**src/rtl/mult_booth_32_pkg.sv**
```systemverilog
// Shared state encoding and sizing for the radix-2 Booth multiplier.
package mult_booth_32_pkg;

    localparam int unsigned W     = 32;
    localparam int unsigned PW    = 2 * W + 1;
    localparam int unsigned ITERS = 32;
    localparam int unsigned CNT_W = 6;

    // Encoding 2'd3 is unused and recovers to ST_IDLE.
    typedef enum logic [1:0] {
        ST_IDLE = 2'd0,
        ST_RUN  = 2'd1,
        ST_DONE = 2'd2
    } state_t;

endpackage

```
**src/rtl/mult_booth_32_cla.sv**
```systemverilog
// 32-bit adder: eight 4-bit groups with group generate/propagate lookahead between groups.
module cla_32 (
    input  logic [31:0] a,
    input  logic [31:0] b,
    input  logic        cin,
    output logic [31:0] sum,
    output logic        cout
);

    logic [31:0] g;
    logic [31:0] p;

    assign g = a & b;
    assign p = a ^ b;

    always_comb begin : adder
        logic cy;
        logic bc;
        logic gg;
        logic gp;
        sum = '0;
        cy  = cin;
        for (int k = 0; k < 8; k++) begin
            gg = 1'b0;
            gp = 1'b1;
            bc = cy;
            for (int j = 0; j < 4; j++) begin
                sum[4*k+j] = p[4*k+j] ^ bc;
                bc = g[4*k+j] | (p[4*k+j] & bc);
                gg = g[4*k+j] | (p[4*k+j] & gg);
                gp = gp & p[4*k+j];
            end
            // Carry into the next group comes from the group terms, not the ripple.
            cy = gg | (gp & cy);
        end
        cout = cy;
    end

endmodule

```
**src/rtl/mult_booth_32.sv**
```systemverilog
// Multicycle signed 32x32 radix-2 Booth multiplier; low 32 bits of the product plus overflow flag.
module mult_booth_32
    import mult_booth_32_pkg::*;
(
    input  logic         clock,
    input  logic         reset,
    input  logic         ctrl_MULT,
    input  logic [W-1:0] data_operandA,
    input  logic [W-1:0] data_operandB,
    output logic [W-1:0] data_result,
    output logic         data_exception,
    output logic         data_resultRDY,
    output logic         busy
);

    state_t           state, state_n;
    logic [CNT_W-1:0] count, count_n;
    logic [PW-1:0]    p, p_n;
    logic [W-1:0]     m, m_n;

    logic [W-1:0]     u;
    logic             do_add;
    logic             do_sub;
    logic [W-1:0]     yeff;
    logic [W-1:0]     cla_sum;
    logic             cla_cout_unused;
    logic [W-1:0]     s;
    logic             ovf;
    logic [PW-1:0]    p_shift;

    // Booth decode on the two low bits of P.
    assign u      = p[PW-1:W+1];
    assign do_add = (p[1:0] == 2'b01);
    assign do_sub = (p[1:0] == 2'b10);
    assign yeff   = do_sub ? ~m : m;

    cla_32 u_cla (
        .a    (u),
        .b    (yeff),
        .cin  (do_sub),
        .sum  (cla_sum),
        .cout (cla_cout_unused)
    );

    // The true 33-bit sign is S[31] flipped on overflow; keeps M = 0x80000000 exact.
    assign s       = (do_add || do_sub) ? cla_sum : u;
    assign ovf     = (do_add || do_sub) && (u[W-1] == yeff[W-1]) && (s[W-1] != u[W-1]);
    assign p_shift = {s[W-1] ^ ovf, s, p[W:1]};

    always_comb begin
        state_n = state;
        count_n = count;
        p_n     = p;
        m_n     = m;
        case (state)
            ST_IDLE: begin
                if (ctrl_MULT) begin
                    state_n = ST_RUN;
                    count_n = '0;
                    m_n     = data_operandA;
                    p_n     = {W'(0), data_operandB, 1'b0};
                end
            end
            ST_RUN: begin
                if (ctrl_MULT) begin
                    count_n = '0;
                    m_n     = data_operandA;
                    p_n     = {W'(0), data_operandB, 1'b0};
                end else begin
                    p_n     = p_shift;
                    count_n = count + CNT_W'(1);
                    if (count == CNT_W'(ITERS - 1)) begin
                        state_n = ST_DONE;
                    end
                end
            end
            ST_DONE: begin
                if (ctrl_MULT) begin
                    state_n = ST_RUN;
                    count_n = '0;
                    m_n     = data_operandA;
                    p_n     = {W'(0), data_operandB, 1'b0};
                end else begin
                    state_n = ST_IDLE;
                end
            end
            default: begin
                state_n = ST_IDLE;
            end
        endcase
    end

    always_ff @(posedge clock) begin
        if (!reset) begin
            state          <= ST_IDLE;
            count          <= '0;
            p              <= '0;
            m              <= '0;
            data_result    <= '0;
            data_exception <= 1'b0;
            data_resultRDY <= 1'b0;
            busy           <= 1'b0;
        end else begin
            state          <= state_n;
            count          <= count_n;
            p              <= p_n;
            m              <= m_n;
            data_resultRDY <= (state_n == ST_DONE);
            busy           <= (state_n == ST_RUN);
            // Result and overflow load only on the final iteration and hold otherwise.
            if (state_n == ST_DONE) begin
                data_result    <= p_n[W:1];
                data_exception <= ~(p_n[PW-1:W+1] == {W{p_n[W]}});
            end
        end
    end

endmodule
```
**config.mk**
```make
export PLATFORM = sky130hd
export DESIGN_NAME = mult_booth_32
export DESIGN_NICKNAME = d
export VERILOG_FILES = /design/src/rtl/mult_booth_32_pkg.sv /design/src/rtl/mult_booth_32_cla.sv /design/src/rtl/mult_booth_32.sv
export SDC_FILE = /design/constraint.sdc
export NUM_CORES = 1
export LEC_CHECK = 0
export CAP_MARGIN = 15
export CORE_ASPECT_RATIO = 1.75
export CORE_UTILIZATION = 30
export CTS_CLUSTER_DIAMETER = 200
export CTS_CLUSTER_SIZE = 40
export DETAILED_ROUTE_END_ITERATION = 7
export GPL_TIMING_DRIVEN = 0
export PLACE_DENSITY_LB_ADDON = 0.08
export RECOVER_POWER = 50
export SYNTH_ARGS = -nofsm -noshare
export SYNTH_HDL_FRONTEND = slang
export SYNTH_SLANG_ARGS = --single-unit
export TNS_END_PERCENT = 50
```
**constraint.sdc**
```tcl
create_clock -name clock -period 7.12 [get_ports clock]
set_input_delay 2.136 -clock clock [delete_from_list [all_inputs] [get_ports clock]]
set_output_delay 2.136 -clock clock [all_outputs]
set_load 0.02 [all_outputs]
```
# After elaboration in Yosys (flattened, before gate mapping)
# Index checks and enable logic that the tools add are counted.
word_totals:
  ff_bits: 140
  word_cells: 205
classes:
  muxes: 13
  add_sub_neg: 1
  n_reduce_logical: 9
  eq_ne: 11
  bitwise: 162
op_table:
  columns: ["op", "count"]
  rows:
  - ["65-bit two-way mux", 2]
  - ["65-bit case mux with 2 select lines", 1]
  - ["1-bit bitwise AND", 73]
  - ["32-bit two-way mux", 2]
  - ["1-bit bitwise OR", 52]
  - ["1-bit bitwise XOR", 33]
  - ["32-bit equality test", 1]
  - ["32-bit inverter", 1]
  - ["32-bit bitwise XOR", 1]
  - ["31-bit bitwise AND", 1]
  - ["6-bit two-way mux", 2]
  - ["6-bit case mux with 2 select lines", 1]
  - ["6-bit by 1-bit adder with 6-bit output, second input constant", 1]
  - ["2-bit by 1-bit equality test with 1-bit output, second input constant", 3]
  - ["2-bit equality test, second input constant", 3]
  - ["6-bit by 5-bit equality test with 1-bit output, second input constant", 1]
  - ["2-bit two-way mux", 3]
  - ["2-bit case mux with 3 select lines", 1]
  - ["2-bit AND reduction", 2]
  - ["3-bit OR reduction", 1]
  - ["1-bit logical AND", 2]
  - ["2-bit zero test", 1]
  - ["2-bit by 1-bit != test with 1-bit output, second input constant", 1]
  - ["2-bit nonzero test", 1]
  - ["6 further kinds", 6]

# Depth between registers and ports, before layout
# Gate-level depths: netlist of run 1.
depth:
  depth_word: 37
  depth_mapped: 23
  depth_no_buf: 21

# Cells and area by module
# Synthesis of run 1 repeated with hierarchy kept, for this count alone.
unflattened:
  cells_unflattened: 939
  area_unflattened_um2: 7831.3
by_module_without_submodules:
  columns: ["mod", "cells_each", "area_per_inst_um2", "seq_area_each_um2", "n_inst"]
  rows:
  - ["mult_booth_32", 816, 6486.2, 2802.7, 1]
  - ["cla_32", 123, 1345.0, 0.0, 1]

# Worst setup path before layout of run 1
# Ideal clock, no wire load.
synth_path:
  kind: "register to register"
  start: "reg p[1]"
  end: "reg data_exception"
  n_path_buf: 2
  setup_ns: 0.127
  arrival_ns: 4.999
  setup_slack_ns: 1.994
  t_required_ns: 6.993
  path_stages_with_launch: 21
  cell_sequence: "dfxtp_1 ha_1 clkbuf_1 buf_1 xor2_1 ha_1 a21o_1 a21oi_1 o21ai_0 a21oi_1 o21bai_1 fa_1 fa_1 fa_1 mux2_2 a32oi_1 nor4_1 nand2_1 or4_1 o31ai_1 a31oi_1"
synth_via:
  elab_chain_cells: 37
synth_lines:
  columns: ["item", "line", "text"]
  rows:
  - ["start, declared", "mult_booth_32.sv:18", "logic [PW-1:0] p, p_n;"]
  - ["start signal, assigned", "mult_booth_32.sv:106", "p <= p_n;"]
  - ["2-bit equality test", "mult_booth_32.sv:34", "assign do_sub = (p[1:0] == 2'b10);"]
  - ["32-bit two-way mux", "mult_booth_32.sv:35", "assign yeff = do_sub ? ~m : m;"]
  - ["32-bit bitwise XOR or 31-bit bitwise AND (tied branches)", "mult_booth_32_cla.sv:14, mult_booth_32_cla.sv:13", null]
  - ["1-bit bitwise AND", "mult_booth_32_cla.sv:30", "gg = g[4*k+j] | (p[4*k+j] & gg);"]
  - ["1-bit bitwise OR", "mult_booth_32_cla.sv:30", null]
  - ["1-bit bitwise AND", "mult_booth_32_cla.sv:30", null]
  - ["1-bit bitwise OR", "mult_booth_32_cla.sv:30", null]
  - ["1-bit bitwise AND", "mult_booth_32_cla.sv:30", null]
  - ["[... 21 more ...]", null, null]
  - ["32-bit two-way mux", "mult_booth_32.sv:46", "assign s = (do_add || do_sub) ? cla_sum : u;"]
  - ["1-bit != test", "mult_booth_32.sv:47", "assign ovf = (do_add || do_sub) && (u[W-1] == yeff[W-1]) && (s[W-1] != u[W-1]);"]
  - ["1-bit logical AND", "mult_booth_32.sv:47", null]
  - ["1-bit bitwise XOR", "mult_booth_32.sv:48", "assign p_shift = {s[W-1] ^ ovf, s, p[W:1]};"]
  - ["65-bit two-way mux (*)", "mult_booth_32.sv:65", "if (ctrl_MULT) begin"]
  - ["65-bit case mux with 2 select lines (*)", "mult_booth_32.sv:55", "case (state)"]
  - ["32-bit equality test (*)", "mult_booth_32.sv:113", "data_exception <= ~(p_n[PW-1:W+1] == {W{p_n[W]}});"]
  - ["1-bit inverter (*)", "mult_booth_32.sv:113", null]
  - ["end signal, assigned", "mult_booth_32.sv:113", null]
  - ["end, declared", "mult_booth_32.sv:11", "output logic data_exception,"]
# Every way passes the cells marked *; elsewhere a longest branch is shown, timed or not.
# A chain may end at the register's enable or synchronous reset.

# Worst setup path after layout of run 1
# Ends and elaborated chain as after synthesis.

==> results of run 1 <==
==> cells in the mapped netlist (8+ instances only) <==
| library cell | count |
|---|---|
| nand4_1 | 9 |
| xor2_1 | 32 |
| a21oi_1 | 128 |
| mux2_2 | 24 |
| xnor2_1 | 9 |
| nor4_1 | 8 |
| dfxtp_1 | 140 |
| clkbuf_1 | 46 |
| nor2b_1 | 33 |
| and2_1 | 8 |
| ha_1 | 30 |
| or3_1 | 30 |
| o31ai_1 | 30 |
| fa_1 | 23 |
| o21ai_0 | 21 |
| a32oi_1 | 13 |
| nor2_1 | 165 |
| nand2_1 | 101 |
==> kinds of logic (layout without fill, tap and decap cells) <==
logic type                 count (synthesis)  count (layout)  synth area share
adders and majority gates                 53              53            0.1079
xor gates and xnor gates                  41              41           0.04636
DFF                                      140             140            0.3618
muxes                                     25              25           0.03618
buffers and inverters                     71             202           0.04054
AOI/OAI and AO/OA                        225             225            0.1751
and+or+nand+nor                          389             389            0.2321
==> state kept, by name (all words and copies together), names as in the netlist <==
signal          count
state               2
p                  65
m                  32
data_exception      1
count               6
data_resultRDY      1
busy                1
data_result        32
==> path summary, 6_finish.rpt <==
kind	slack, ps	from	to
max	580	p[1]	data_exception
min	470	m[21]	m[21]
max reg2reg	580	p[1]	data_exception
min reg2reg	470	m[21]	m[21]
==> critical path, stage by stage (launching register included) <==
cell and delay, ps:
dfxtp_1 390, ha_1 170, clkbuf_1 410, clkbuf_1 800, xor2_1 160, ha_1 320, a21o_1 190, a21oi_1 150
o21ai_0 200, a21oi_1 370, a21oi_1 240, fa_1 480, fa_1 430, fa_1 510, mux2_2 140, a32oi_1 120
nor4_1 240, nand2_1 80, or4_1 520, o31ai_1 370, a31oi_1 130
==> power by group through the flow <==
stage	Sequential, uW	Clock (uW)	Combinational [uW]
after floorplan	846	0	222
after global placement	849	0	343
after detailed placement	849	0	346
after CTS	832	947	347
after global routing	835	977	379
final	832	920	341
==> metal layers <==
layer | track usage | part of all wire
met4 | 0.07952 | 0.027
met1 | 0.1928 | 0.37
met5 | 0 | 0
met2 | 0.3793 | 0.57
met3 | 0.03644 | 0.032
==> stage by stage <==
step                      hold slack, ps  cells  worst slack, ps
final                              465.5   1391            575.2
after floorplan                    448.1    944             1994
after detailed placement           458.4   1360            445.2
after CTS                          466.7   1391            411.2
after global routing               476.8   1391            156.3
after global placement             454.9   1360            430.7
==> layout make-up <==
cell class,count,share of cell area
plain buffers,65,0.02945
clock buffers,25,0.05299
well taps,316,0.04064
flip-flops and latches,140,0.2881
inverters,6,0.002315
repair buffers,100,0.1029
clock inverters,6,0.008489
multi-input cells,733,0.4751
==> results.json, run 1 <==
{
  "status": "finished clean",
  "clockRootBuffer": "clkbuf_16",
  "power_density_mw_per_mm2": 215.1,
  "fin_skew_ps": 9.441,
  "async_reset_ff_frac": 0,
  "synthToLayoutAreaGrowth_pct": 25.59,
  "start_util": 0.3057,
  "n_antenna_cell": 0,
  "dp_hpwl_um": 19200,
  "first_global_vias": 7006,
  "synth_cell_types": 53,
  "wl_um": 24640,
  "clockBufferDepth": 2,
  "p_int_uw": 1523,
  "required_ps": 7440,
  "p_leak_uw": 0.004165,
  "synthTopCellsByArea": "dfxtp_1, a21oi_1, nor2_1",
  "ys_warn_count": 0,
  "setup_violations": 0,
  "ff2ff_path_depth": 20,
  "cap_violations": 0,
  "synth_top_area_share": 0.3618,
  "power.net_switching_uw": 569.7,
  "dieArea_mm2": 0.02649,
  "final_util": 0.3839,
  "seq_area_frac_synth": 0.3618,
  "place_area_mm2": 0.009143,
  "clkPwrFrac": 0.440,
  "ir_worst_vdd_v": 0.0001795,
  "min_period_ps": 6545,
  "cts_setup_buffers": 0,
  "via_count": 6982,
  "end_kind": "flip-flop",
  "stdcell_area_mm2": 0.009728,
  "hp-class": "flip-flop to flip-flop",
  "worstSetupStartpointType": "flip-flop",
  "mostFrequentLayoutCell": "nor2_1",
  "io_pins": 102,
  "first_iter_violations": 338,
  "cp.arrival_ps": 6860,
  "final_nets": 1183,
  "tritoncts": "built",
  "final.setup.tns_ps": 0,
  "htree_levels": 4,
  "fin_crit_sh": 0.9192,
  "worstSkewPairLatency_ps": 440,
  "comb_power_share": 0.163,
  "antenna_found_initial": 0,
  "viasPerCell": 5.019,
  "hold_viol": 0,
  "overflow": 0,
  "core.rowCount": 77,
  "first_pass_iters": 5,
  "coreArea_mm2": 0.02534,
  "syn_area_per_cell_um2": 8.206,
  "synth-seq-cells": 140,
  "synth_fp_nets": 1064,
  "grtUsageTotal": 0.1946,
  "multi_input_area_mm2": 0.004622,
  "mostFrequentLayoutCells": "nor2_1, dfxtp_1, a21oi_1",
  "cts_buffers": 17,
  "gp_congestion": 0.8897,
  "yosys_most_used_dff": "dfxtp_1",
  "crit_type": "flip-flop to flip-flop",
  "clkSlewWorstSetupHoldPaths_ps": 60,
  "syn_inst": 944,
  "numPortBuffers": 100,
  "clock_sinks": 140,
  "tightest_slew_ps": 1241,
  "total_power_uw": 2093,
  "crit_fanout": 10,
  "final_layout_size_suffix_gt1_frac": 0.06512,
  "cts-resized-gates": 0,
  "synth_area_mm2": 0.007746,
  "rsz0062_at_grt": "no",
  "fp.dieW_um": 123.5,
  "slew_violations": 0,
  "whs_path_depth": 2,
  "fill_cells": 2743,
  "synth_edf_count": 0,
  "synth_top_area_cell": "dfxtp_1",
  "cts_hold_buf": 0,
  "slew_headroom": 0.1674,
  "drc": 0,
  "die_y_um": 214.6,
  "seq_area_mm2": 0.002803,
  "fmax_mhz": 152.8,
  "grt_start_max_net_pins": 17,
  "p_seq_frac": 0.398,
  "wl_per_cell_um": 17.71,
  "grt_pass1_wl_um": 38090,
  "switching_share": 0.2722,
  "antenna_left": 0
}
No activity file was read; power rests on OpenSTA's default activity.
==> inputs of run 2 (changes only) <==
--- a/config.mk
+++ b/config.mk
@@ -14,6 +14,7 @@
 export GPL_TIMING_DRIVEN = 0
 export PLACE_DENSITY_LB_ADDON = 0.08
 export RECOVER_POWER = 50
+export SKIP_LAST_GASP = 1
 export SYNTH_ARGS = -nofsm -noshare
 export SYNTH_HDL_FRONTEND = slang
 export SYNTH_SLANG_ARGS = --single-unit
==> results of run 2 <==
The final DEF is identical to that of run 1; final timing and power are the same.
==> inputs of run 3 (changes only) <==
--- a/config.mk
+++ b/config.mk
@@ -5,13 +5,11 @@
 export SDC_FILE = /design/constraint.sdc
 export NUM_CORES = 1
 export LEC_CHECK = 0
-export CAP_MARGIN = 15
 export CORE_ASPECT_RATIO = 1.75
 export CORE_UTILIZATION = 30
 export CTS_CLUSTER_DIAMETER = 200
 export CTS_CLUSTER_SIZE = 40
 export DETAILED_ROUTE_END_ITERATION = 7
-export GPL_TIMING_DRIVEN = 0
 export PLACE_DENSITY_LB_ADDON = 0.08
 export RECOVER_POWER = 50
 export SKIP_LAST_GASP = 1
==> results.json, run 3 (synthesis gave the netlist of run 1 again) <==
{
  "final_nets": 1129,
  "cpMaxStageDelayCell": "clkbuf_1",
  "clkPwrFrac": 0.442,
  "fp.dieW_um": 123.5,
  "top_register": "p",
  "start_util": 0.3057,
  "cp.arrival_ps": 6380,
  "hp-class": "flip-flop to flip-flop",
  "coreArea_mm2": 0.02534,
  "crit_path_cell_trace": "clkbuf_1 > clkbuf_1 > nand2b_4 > and2_4 > a22o_1 > nor4_1 > nand4_1 > o31ai_1 > a31oi_1",
  "core.rowCount": 77,
  "violations": "capacitance limit, slew limit",
  "cpLargestDelayFamily": "buffers and inverters",
  "htree_levels": 4,
  "r2r_setup_slack_ps": 1270,
  "hold_ws_ps": 464.2,
  "cts_hold_buf": 0,
  "worst_slack_ps": 1043,
  "hp-start": "m[29]",
  "fill_cells": 2692,
  "ff2ff_path_depth": 18,
  "rsz0062_at_grt": "no",
  "slew_headroom": -0.8648,
  "worstReg2RegStart": "p[1]",
  "whs_path_depth": 2,
  "synthToLayoutAreaGrowth_pct": 22.97,
  "grtUsageTotal": 0.1682,
  "io_pins": 102,
  "use_met1": 0.1876,
  "cp_num_buf_inv": 2,
  "switching_share": 0.2608,
  "p_int_uw": 1518,
  "grt_util_met3": 0.02713,
  "drc": 0,
  "cts_setup_buffers": 0,
  "largestRegisters": "p x65, data_result x32, m x32",
  "mostFrequentLayoutCells": "nor2_1, dfxtp_1, a21oi_1",
  "total_power_uw": 2054,
  "min_period_ps": 6077,
  "fin_skew_ps": 6.542,
  "power.net_switching_uw": 535.8,
  "antenna_left": 0,
  "clockBufferDepth": 2,
  "viasPerCell": 4.995,
  "fin_crit_sh": 0.8535,
  "fmax_mhz": 164.6,
  "clkSlewWorstSetupHoldPaths_ps": 60,
  "power_density_mw_per_mm2": 215.6,
  "worstSetupStartpointType": "primary input",
  "pre_cts_ws_ps": 1259,
  "required_ps": 7430,
  "cts_buffers": 17,
  "die_y_um": 214.6,
  "setup_violations": 0,
  "grt_busiest_layer": "met2",
  "comb_power_share": 0.153,
  "hold_viol": 0,
  "met2_usage": 0.3069,
  "cts-resized-gates": 0,
  "crit_type": "primary input to flip-flop",
  "p_leak_uw": 0.004092,
  "final_layout_size_suffix_gt1_frac": 0.06856,
  "slew_violations": 72,
  "wl_per_cell_um": 15.74,
  "cp.depth": 9,
  "antenna_found_initial": 0,
  "largest_register_ffs": 65,
  "mostFrequentLayoutCell": "nor2_1",
  "end_kind": "flip-flop",
  "r2r_end": "data_exception",
  "grt_start_max_net_pins": 101,
  "tritoncts": "built",
  "n_antenna_cell": 0,
  "hold_end": "m[29]",
  "dp_hpwl_um": 14710,
  "ir_worst_vdd_v": 0.0001594,
  "first_global_vias": 6719,
  "via_count": 6678,
  "final.setup.tns_ps": 0,
  "dieArea_mm2": 0.02649,
  "overflow": 0,
  "wl_um": 21050,
  "crit_fanout": 71,
  "clock_sinks": 140,
  "max_stage_delay_ps": 2010,
  "worstSkewPairLatency_ps": 430,
  "status": "finished, violations left",
  "numPortBuffers": 101,
  "gp_congestion": 0.8256,
  "cpMostUsedCell": "clkbuf_1",
  "tightest_slew_ps": 2797,
  "first_iter_violations": 336,
  "p_seq_frac": 0.405,
  "cap_violations": 1,
  "clockRootBuffer": "clkbuf_16",
  "grt_pass1_wl_um": 34560,
  "first_pass_iters": 4
}
run 3: final cells by class:
cell class	instances	area [um2]	area share
sequential	140	2803	0.2942
timing repair buffer	111	1070	0.1123
clock inverter	6	82.58	0.008669
multi-input combinational	733	4634	0.4865
tap	316	395.4	0.04151
clock buffer	25	515.5	0.05412
inverter	6	25.02	0.002627
run 3: worst max-delay path by stage:
stage                           endpoint       from  slack [ps]
after floorplan           data_exception       p[1]        1990
final                     data_exception  ctrl_MULT        1040
after global placement    data_exception       p[1]        1300
after global routing      data_exception  ctrl_MULT         660
after detailed placement  data_exception       p[1]        1260
after CTS                 data_exception       p[1]        1230
run 3: tightest hold or removal path, cell delays in order (launching register included):
cell and delay [ps]:
dfxtp_1 310, nand2_1 50, a21oi_1 50
run 3: metal layers:
layer / part of all wire / up-vias
met5: 0 / -
met3: 0.029 / 32
met4: 0.028 / 0
met1: 0.42 / 3130
met2: 0.52 / 120
li1: - / 3396
run 3: per-stage QoR:
step           std cells    util  area [um2]
4_1_cts             1337  0.3765        9539
3_3_place_gp        1306  0.3529        8941
6_report            1337  0.3759        9525
5_1_grt             1337  0.3759        9525
2_1_floorplan        944       -        7746
3_5_place_dp        1306  0.3529        8941
run 3: power groups by stage:
stage	registers (uW)	logic [uW]	clock network [uW]
detailed placement	850	317	0
finish	833	313	908
global route	837	358	974
global placement	850	315	0
floorplan	846	222	0
CTS	833	319	935
